## src/rtl/life_grid_reader_pkg.sv

```systemverilog
// Shared types and width helpers for the life grid reader.
package life_grid_reader_pkg;

  typedef enum logic [1:0] {
    ST_IDLE,
    ST_SEND,
    ST_DONE
  } state_t;

  // Width of an index/count that must hold at least one bit even for n <= 1.
  function automatic int safe_clog2(input int n);
    return (n > 1) ? $clog2(n) : 1;
  endfunction

endpackage

```

## src/rtl/life_grid_reader_dff.sv

```systemverilog
// Plain W-bit register with synchronous active-low clear; holds the grid snapshot.
module life_grid_reader_dff #(
  parameter int W = 1
) (
  input  logic         clk,
  input  logic         _rst,
  input  logic [W-1:0] d,
  output logic [W-1:0] q
);

  always_ff @(posedge clk) begin
    if (!_rst) q <= '0;
    else       q <= d;
  end

endmodule

```

## src/rtl/life_grid_reader.sv

```systemverilog
// Snapshots a W x H life grid on start and streams it one row per beat (LIFE_READER_POPCOUNT_EN adds pop counts).
// Latency: first row valid 1 cycle after start; done pulses 1 cycle after the last beat is accepted.
// Backpressure: out_row/out_idx/out_last hold while out_valid & !out_ready; start outside IDLE is dropped.
module life_grid_reader
  import life_grid_reader_pkg::*;
#(
  parameter  int W  = 8,
  parameter  int H  = 8,
  localparam int RW = safe_clog2(H)
`ifdef LIFE_READER_POPCOUNT_EN
  ,
  localparam int PW = safe_clog2(W + 1),
  localparam int FW = safe_clog2(W * H + 1)
`endif
) (
  input  logic            clk,
  input  logic            _rst,
  input  logic [W*H-1:0]  grid,
  input  logic            start,
  output logic            busy,
  output logic            out_valid,
  input  logic            out_ready,
  output logic [W-1:0]    out_row,
  output logic [RW-1:0]   out_idx,
  output logic            out_last,
`ifdef LIFE_READER_POPCOUNT_EN
  output logic [PW-1:0]   out_pop,
  output logic [FW-1:0]   frame_pop,
`endif
  output logic            done
);

  localparam int SW = safe_clog2(W * H);

  state_t           state;
  logic             capture;
  logic [W*H-1:0]   snap_d;
  logic [W*H-1:0]   snap_q;
  logic [SW-1:0]    row_base;

  assign capture = (state == ST_IDLE) && start;
  assign snap_d  = capture ? grid : snap_q;

  life_grid_reader_dff #(
    .W (W * H)
  ) u_snap (
    .clk  (clk),
    ._rst (_rst),
    .d    (snap_d),
    .q    (snap_q)
  );

  always_comb begin
    row_base = SW'(out_idx) * SW'(W);
    out_row  = snap_q[row_base +: W];
  end

  always_ff @(posedge clk) begin
    if (!_rst) begin
      state     <= ST_IDLE;
      busy      <= 1'b0;
      out_valid <= 1'b0;
      out_last  <= 1'b0;
      out_idx   <= '0;
      done      <= 1'b0;
    end else begin
      case (state)
        ST_IDLE: begin
          if (start) begin
            state     <= ST_SEND;
            busy      <= 1'b1;
            out_valid <= 1'b1;
            out_idx   <= '0;
            out_last  <= (H == 1);
          end
        end
        ST_SEND: begin
          // out_valid is always high here, so out_ready alone marks a handshake.
          if (out_ready) begin
            if (out_last) begin
              state     <= ST_DONE;
              out_valid <= 1'b0;
              out_last  <= 1'b0;
              done      <= 1'b1;
            end else begin
              out_idx  <= out_idx + 1'b1;
              out_last <= (int'(out_idx) + 2 == H);
            end
          end
        end
        ST_DONE: begin
          state   <= ST_IDLE;
          done    <= 1'b0;
          busy    <= 1'b0;
          out_idx <= '0;
        end
        default: state <= ST_IDLE;
      endcase
    end
  end

`ifdef LIFE_READER_POPCOUNT_EN
  logic [FW-1:0] snap_pop;

  always_comb begin
    out_pop = '0;
    for (int c = 0; c < W; c++) out_pop = out_pop + PW'(out_row[c]);
    snap_pop = '0;
    for (int b = 0; b < W * H; b++) snap_pop = snap_pop + FW'(snap_q[b]);
  end

  always_ff @(posedge clk) begin
    if (!_rst)                                       frame_pop <= '0;
    else if (state == ST_SEND && out_ready && out_last) frame_pop <= snap_pop;
  end
`endif

endmodule

```

## config.mk

```make
export PLATFORM = sky130hd
export DESIGN_NAME = life_grid_reader
export DESIGN_NICKNAME = d
export VERILOG_FILES = /design/src/rtl/life_grid_reader_pkg.sv /design/src/rtl/life_grid_reader_dff.sv /design/src/rtl/life_grid_reader.sv
export SDC_FILE = /design/constraint.sdc
export NUM_CORES = 1
export LEC_CHECK = 0
export ABC_AREA = 1
export CAP_MARGIN = 20
export CORE_MARGIN = 4
export CORE_UTILIZATION = 49
export CTS_CLUSTER_DIAMETER = 60
export CTS_CLUSTER_SIZE = 20
export DETAILED_ROUTE_END_ITERATION = 7
export PLACE_DENSITY = 0.88
export SLEW_MARGIN = 20
export SYNTH_ARGS = -nofsm -noshare
export SYNTH_HDL_FRONTEND = slang
export SYNTH_SLANG_ARGS = --single-unit
```

## constraint.sdc

```tcl
create_clock -name clk -period 1.6 [get_ports clk]
set_input_delay 0.24 -clock clk [delete_from_list [all_inputs] [get_ports clk]]
set_output_delay 0.24 -clock clk [all_outputs]
set_load 0.05 [all_outputs]
```

==> metrics, run 1 <==
Initial Util 0.5072; Yosys cell types 22; Final ANT Viol Nets 0; violated checks setup timing; Reg2Reg Setup Slack 0.20 ns; ant diodes 0; WL/cell 15.14 um; max-cap violations 0; DR vias/cell roughly 5.3; All-Layer GR Usage 0.2388; Reg power frac 0.444; post-layout util 0.7232; Synth Area per Inst between 6 and 7 um^2; Pwr Total between 4 and 5 mW; final non-filler cell total 633; Core Region 0.006386 mm^2; Worst EP required ~1.4 ns; status complete, but fails checks; number of global-route vias before repair 3,206; cell count after placement slightly above 600; Comb power frac 0.275; HPWL after DPL approximately 6.3 mm; synthesized cell area 0.003239 mm^2; Yosys warning total 0; CP max FO 9; Sw Share 0.3161; residual DRC count 0; clk root buf clkbuf_8; DR iter-0 viols between 200 and 250; Congestion Overflow GR 0; Worst-Margin Slew 0.3191 ns; total CTS buffers 9; final period utilization 1.162; sequential share of the synthesized area 0.4511; Final setup viols 8; synthesized instance count between 400 and 500; leakage 1.923 nW; Slew Limit Fails 0; Fmax around 540 MHz; boundary pin count 83; worst clock skew 0.01350 ns; die area around 0.008 mm^2; post-synth top area share 0.4511; Worst-Skew Late Latency 0.35 ns; die height around 89 um; worst-case vdd ir drop 0.0006045 V; DP Worst Slack 0.02337 ns; FF-to-FF End u_snap.q[28]$_SDFFE_PN0P_; GPL Wtd Cong roughly 0.87; RR Startpoint state[0]$_SDFFE_PN0P_; Hold Path Stages 4; Final #Nets 621; clock sinks between 70 and 80; RSZ-0062 raised after global routing true; first-pass GRT wire length approximately 15 mm; final setup margin -0.2585 ns; layout cells sized above 1 0.1457; Site Rows 29; via count approximately 3,400; startpoint types register; clock power share 0.281; Worst Setup End Kind primary output; setup TNS -1.756 ns; synthesized net count between 500 and 600; CP Class register to primary output; post-synth top area cell dfxtp_1; Final Hold Fails 0; clock-pin slew on the worst setup and hold paths 0.07 ns; Hold Path Class primary input to register; die width about 89 um; max_slew headroom 0.7850; DR pass1 iterations 4; Int Pwr 3.252 mW; Worst Hold End u_snap.q[1]$_SDFFE_PN0P_; hold_sp _rst; P_sw ~1.5 mW; Area Overhead vs Synth 42.56%; htree depth 3; CTS tree built; Final min period approximately 1.9 ns; input/output buffers 82; main area contributors after synthesis dfxtp_1 45%, nor2_1 21%, o21ai_0 15%; WP data arrival 1.62 ns; maximum clock path buffer count 2; Pwr Density 1030 mW/mm^2; Synth Register Bits between 70 and 80; FF-to-FF path depth 5; initial antenna violation count 0; pin count of the biggest net entering global routing 70; Routed WL around 9.6 mm
## kinds of logic after synthesis
family | count (synthesis) | share of synthesized area
and+or+nand+nor | 231 | 0.2727
AOI/OAI and AO/OA | 121 | 0.1873
xor gates and xnor gates | 1 | 0.002704
adders and majority gates | 2 | 0.007724
buffers and inverters | 45 | 0.07841
DFF | 73 | 0.4511
## cell usage in the layout (no fill, tap or decap), types with 4 or more instances in the layout
cell type	count
a21oi_1	4
buf_12	18
buf_4	11
clkbuf_8	9
clkdlybuf4s50_1	66
dfxtp_1	70
inv_1	10
nand2_1	30
nand2_4	8
nand3_1	4
nor2_1	171
nor2_2	13
o21ai_0	71
o21ai_1	43
## metrics by stage
stage / instance area (um^2) / hold slack [ns]
floorplan: 3308 / 0.3863
global placement: 4262 / 0.4422
detailed placement: 4262 / 0.4482
CTS: 4529 / 0.3707
global route: 4618 / 0.3842
finish: 4618 / 0.3603
## worst max-delay path, cell delays in order, from the launching register on
cell and delay [ns]:
dfxtp_4 0.43, inv_2 0.08, buf_6 0.15, nor2_1 0.20, o21ai_2 0.10, nand2_2 0.10
nand2_4 0.07, buf_12 0.14
## synth_stat cells (all sizes together)
cell      n
a21oi     4
buf      24
clkbuf    9
nor2    186
a31oi     1
xnor2     1
o21ai   116
nand2    40
ha        2
dfxtp    73
nand3     5
inv      12
## flip-flops by register name (all words and copies together), names as in the netlist
register   flops
out_valid      1
out_last       1
done           1
out_idx        3
state          2
u_snap.q      64
busy           1
## power by group through the flow
stage	registers (mW)	logic, mW	clock network (mW)
6_report	2.11	1.31	1.34
3_5_place_dp	2.13	1.21	0
3_3_place_gp	2.13	1.19	0
2_1_floorplan	2.14	0.696	0
5_1_grt	2.12	1.43	1.43
4_1_cts	2.09	1.25	1.35
## final cells by class
type,count,area (um^2)
sequential,73,1470
timing repair buffer,100,1184
clock inverter,4,27.53
multi-input combinational,355,1639
clock buffer,12,156.4
tap,77,96.34
inverter,12,45.04
fill,476,1768
## per-layer routing
layer / part of all wire / track usage / vias up
li1: - / - / 1672
met1: 0.39 / 0.2797 / 1524
met2: 0.50 / 0.4180 / 146
met3: 0.084 / 0.06083 / 16
met4: 0.022 / 0.09066 / 0
met5: 0 / 0 / -
## worst max path at each step
| stage | depth (start not counted) | to | startpoint |
|---|---|---|---|
| final | 7 | out_row[1] | out_idx[0]$_SDFFE_PN0P_ |
| after global routing | 6 | out_row[1] | out_idx[0]$_SDFFE_PN0P_ |
| after CTS | 8 | out_row[1] | out_idx[0]$_SDFFE_PN0P_ |
| after detailed placement | 5 | u_snap.q[28]$_SDFFE_PN0P_ | start |
| after global placement | 5 | out_row[1] | out_idx[1]$_SDFFE_PN0P_ |
| after floorplan | 6 | out_row[6] | out_idx[1]$_SDFFE_PN0P_ |
## timing repair
item	CTS	global route
resized for setup	21	28
hold buffers	0	0
endpoints found under the hold margin	0	0
endpoints found under the setup margin	8	8
cloned	1	1
pin swaps	0	6
buffers inserted	4	2
Power figures use the tool's default switching activity.
==> run 2, diff against run 1 <==
--- a/config.mk
+++ b/config.mk
@@ -6,7 +6,6 @@
 export NUM_CORES = 1
 export LEC_CHECK = 0
 export ABC_AREA = 1
-export CAP_MARGIN = 20
 export CORE_MARGIN = 4
 export CORE_UTILIZATION = 49
 export CTS_CLUSTER_DIAMETER = 60
==> results of run 2 <==
Same layout as run 1: the final DEF is identical, and so are final timing and power.
==> run 3, diff against run 2 <==
--- a/config.mk
+++ b/config.mk
@@ -11,6 +11,7 @@
 export CTS_CLUSTER_DIAMETER = 60
 export CTS_CLUSTER_SIZE = 20
 export DETAILED_ROUTE_END_ITERATION = 7
+export GPL_TIMING_DRIVEN = 0
 export PLACE_DENSITY = 0.88
 export SLEW_MARGIN = 20
 export SYNTH_ARGS = -nofsm -noshare
==> run 3 against run 2 <==
  * The run still ends with setup timing left
  * Utilization grew 1.5 points
  * Die area is the same
  * Setup slack lost 0.065 ns
  * Final cell count grew 3.8%
  * Critical endpoint unchanged
  * Largest power group unchanged
  * Non-clock buffer count grew 25
  * Via count grew 6.8%
  * Routed wire length grew 6.0%
  * Combinational power grew 3%
  * Critical path type unchanged
==> metrics, run 3 (synthesized netlist as in run 1, its figures left out) <==
status complete, but fails checks; violated checks setup timing; Final ANT Viol Nets 0 (unchanged); Reg with most FFs u_snap.q; Worst Hold End u_snap.q[30]$_SDFFE_PN0P_; die area 0.007975 mm^2 (unchanged); max_slew headroom 0.6752 (-0.1098); startpoint types register; RR Startpoint out_idx[0]$_SDFFE_PN0P_; Worst Setup End Kind primary output; CP max FO 8 (-1); clock sinks 73 (unchanged); Routed WL 10.16 mm (+6.0%); Slew Limit Fails 0 (unchanged); slowest CP cell dfxtp_4; FF-to-FF End out_idx[1]$_SDFFE_PN0P_; worst clock skew 0.004579 ns (-0.008917 ns); count of buffer and inverter cells on the critical path 3 (unchanged); HPWL after DPL 6.924 mm (+9.8%); Final setup viols 8 (unchanged); Worst EP required 1.36 ns (about the same); CTS tree built; layout cells sized above 1 0.1724 (+0.02673); Area Overhead vs Synth 45.54%; Congestion Overflow GR 0 (unchanged); WL/cell 15.46 um (+2.2%); All-Layer GR Usage 0.2553 (+0.01649); final non-filler cell total 657 (+3.8%); WP data arrival 1.68 ns (+0.06 ns); pin count of the biggest net entering global routing 12 (-83%); Final Hold Fails 0 (unchanged); htree depth 3 (unchanged); Site Rows 29 (unchanged); Fmax 520.0 MHz (-3.4%); Final min period 1.923 ns (+0.06458 ns); worst path cell trace buf_12, buf_6, nor2_4, nor2_4, o21ai_4, o21ai_2, nand2_2, nand2_4, buf_8; biggest regs u_snap.q: 64 flops, out_idx: 3 flops, state: 2 flops; leakage 2.012 nW (+4.6%); Crit path depth 9 (+2); die width 89.31 um (unchanged); ant diodes 0 (unchanged); max reg flops 64 (unchanged); Reg2Reg Setup Slack 0.21 ns (about the same); worst-case vdd ir drop 0.0006054 V (+0.15%); via count 3,588 (+6.8%); Crit path largest cell delay 0.36 ns (-0.07 ns); clock-pin slew on the worst setup and hold paths 0.07 ns (about the same); hold_sp _rst; Final Instance Area 0.004715 mm^2 (+2.1%); maximum clock path buffer count 2 (unchanged); final period utilization 1.202 (+0.04036); DR pass1 iterations 5 (+1); Final #Nets 646 (+4.0%); die height 89.31 um (unchanged); cell count after placement 631 (+3.6%); RSZ-0062 raised after global routing true; first-pass GRT wire length 15.35 mm (+5.6%); clk root buf clkbuf_8; CP dominant cell by count nor2_4; Core Region 0.006386 mm^2 (unchanged); DR iter-0 viols 285 (+37%); DR vias/cell 5.461 (+2.9%); initial antenna violation count 0 (unchanged); commonest cells after routing, fill and taps aside 172 x nor2_1, 71 x o21ai_0, 70 x dfxtp_1; FF-to-FF path depth 7 (+2); Hold Path Class primary input to register; commonest non-fill, non-tap cell in the layout nor2_1; Worst-Margin Slew 0.4892 ns (+0.1701 ns); max-cap violations 0 (unchanged); critical path's top delay family buffers and inverters; number of global-route vias before repair 3,379 (+5.4%); GPL Wtd Cong 0.9572 (+10%); Hold Path Stages 3 (-1); total CTS buffers 9 (unchanged); Worst-Skew Late Latency 0.35 ns (about the same); final setup margin -0.3231 ns (-0.06458 ns); CP Class register to primary output; residual DRC count 0 (unchanged); placed instance area 0.004215 mm^2 (-1.1%); Pwr Density 1018 mW/mm^2 (-1.2%); Initial Util 0.5072 (unchanged); input/output buffers 81 (-1.2%); boundary pin count 83 (unchanged)
run 3: changes by cell type in the layout (fill, tap and decap cells not counted), sizes merged:
cell         change
clkbuf          +10
dlygate4sd2      +6
clkinv           -1
buf              +9
run 3: worst max-delay path by stage:
stage | startpoint | end | slack, ns
finish | out_idx[0]$_SDFFE_PN0P_ | out_row[1] | -0.32
detailed placement | out_idx[1]$_SDFFE_PN0P_ | out_row[1] | -0.95
CTS | out_idx[0]$_SDFFE_PN0P_ | out_row[2] | -0.29
floorplan | out_idx[1]$_SDFFE_PN0P_ | out_row[6] | 0.05
global placement | out_idx[1]$_SDFFE_PN0P_ | out_row[1] | -0.87
global route | out_idx[0]$_SDFFE_PN0P_ | out_row[0] | -0.39
run 3: layer usage:
layer,part of all wire,up-vias,GRT usage
li1,-,1730,-
met1,0.39,1642,0.3031
met2,0.49,182,0.4367
met3,0.089,34,0.05991
met4,0.032,0,0.1150
met5,0,-,0
run 3: power breakdown:
group	leakage, nW	internal, mW	switching [mW]
Combinational	1.31	0.604	0.749
Sequential	0.606	1.99	0.116
Clock	0.0980	0.674	0.668
run 3: final cells by class:
type	instances	area, um^2
Buffer	33	297.8
Clock buffer	12	165.2
Clock inverter	3	15.01
Fill cell	477	1672
Inverter	12	50.05
Multi-Input combinational cell	355	1667
Sequential cell	73	1470
Tap cell	77	96.34
Timing Repair Buffer	92	953.4
run 3: tightest hold or removal path, delay by kind of cell:
family / cells / cell delay (ns)
buf+inv: 1 / 0.15
compound gates: 1 / 0.07
simple gates: 1 / 0.04
run 3: timing repair:
item                       in CTS  in global routing
cloned                          4                  1
gates resized for setup       135                 29
pin swaps                      14                 11
hold buffers                    0                  0
setup endpoints to repair      15                  9
setup buffers                   5                  1
run 3: metrics by stage:
step                      total power [mW]  utilization  hold WS [ns]  TNS, ns  worst slack [ns]
after global routing                 5.016       0.7382        0.1861   -2.935           -0.3895
after CTS                            4.710       0.7226        0.1738   -2.006           -0.2935
after detailed placement             3.264       0.6601        0.4531   -6.619           -0.9537
after global placement               3.227       0.6601        0.4420   -6.318           -0.8700
after floorplan                      2.832            -        0.3863        0           0.05014
final                                4.798       0.7382        0.1877   -2.280           -0.3231
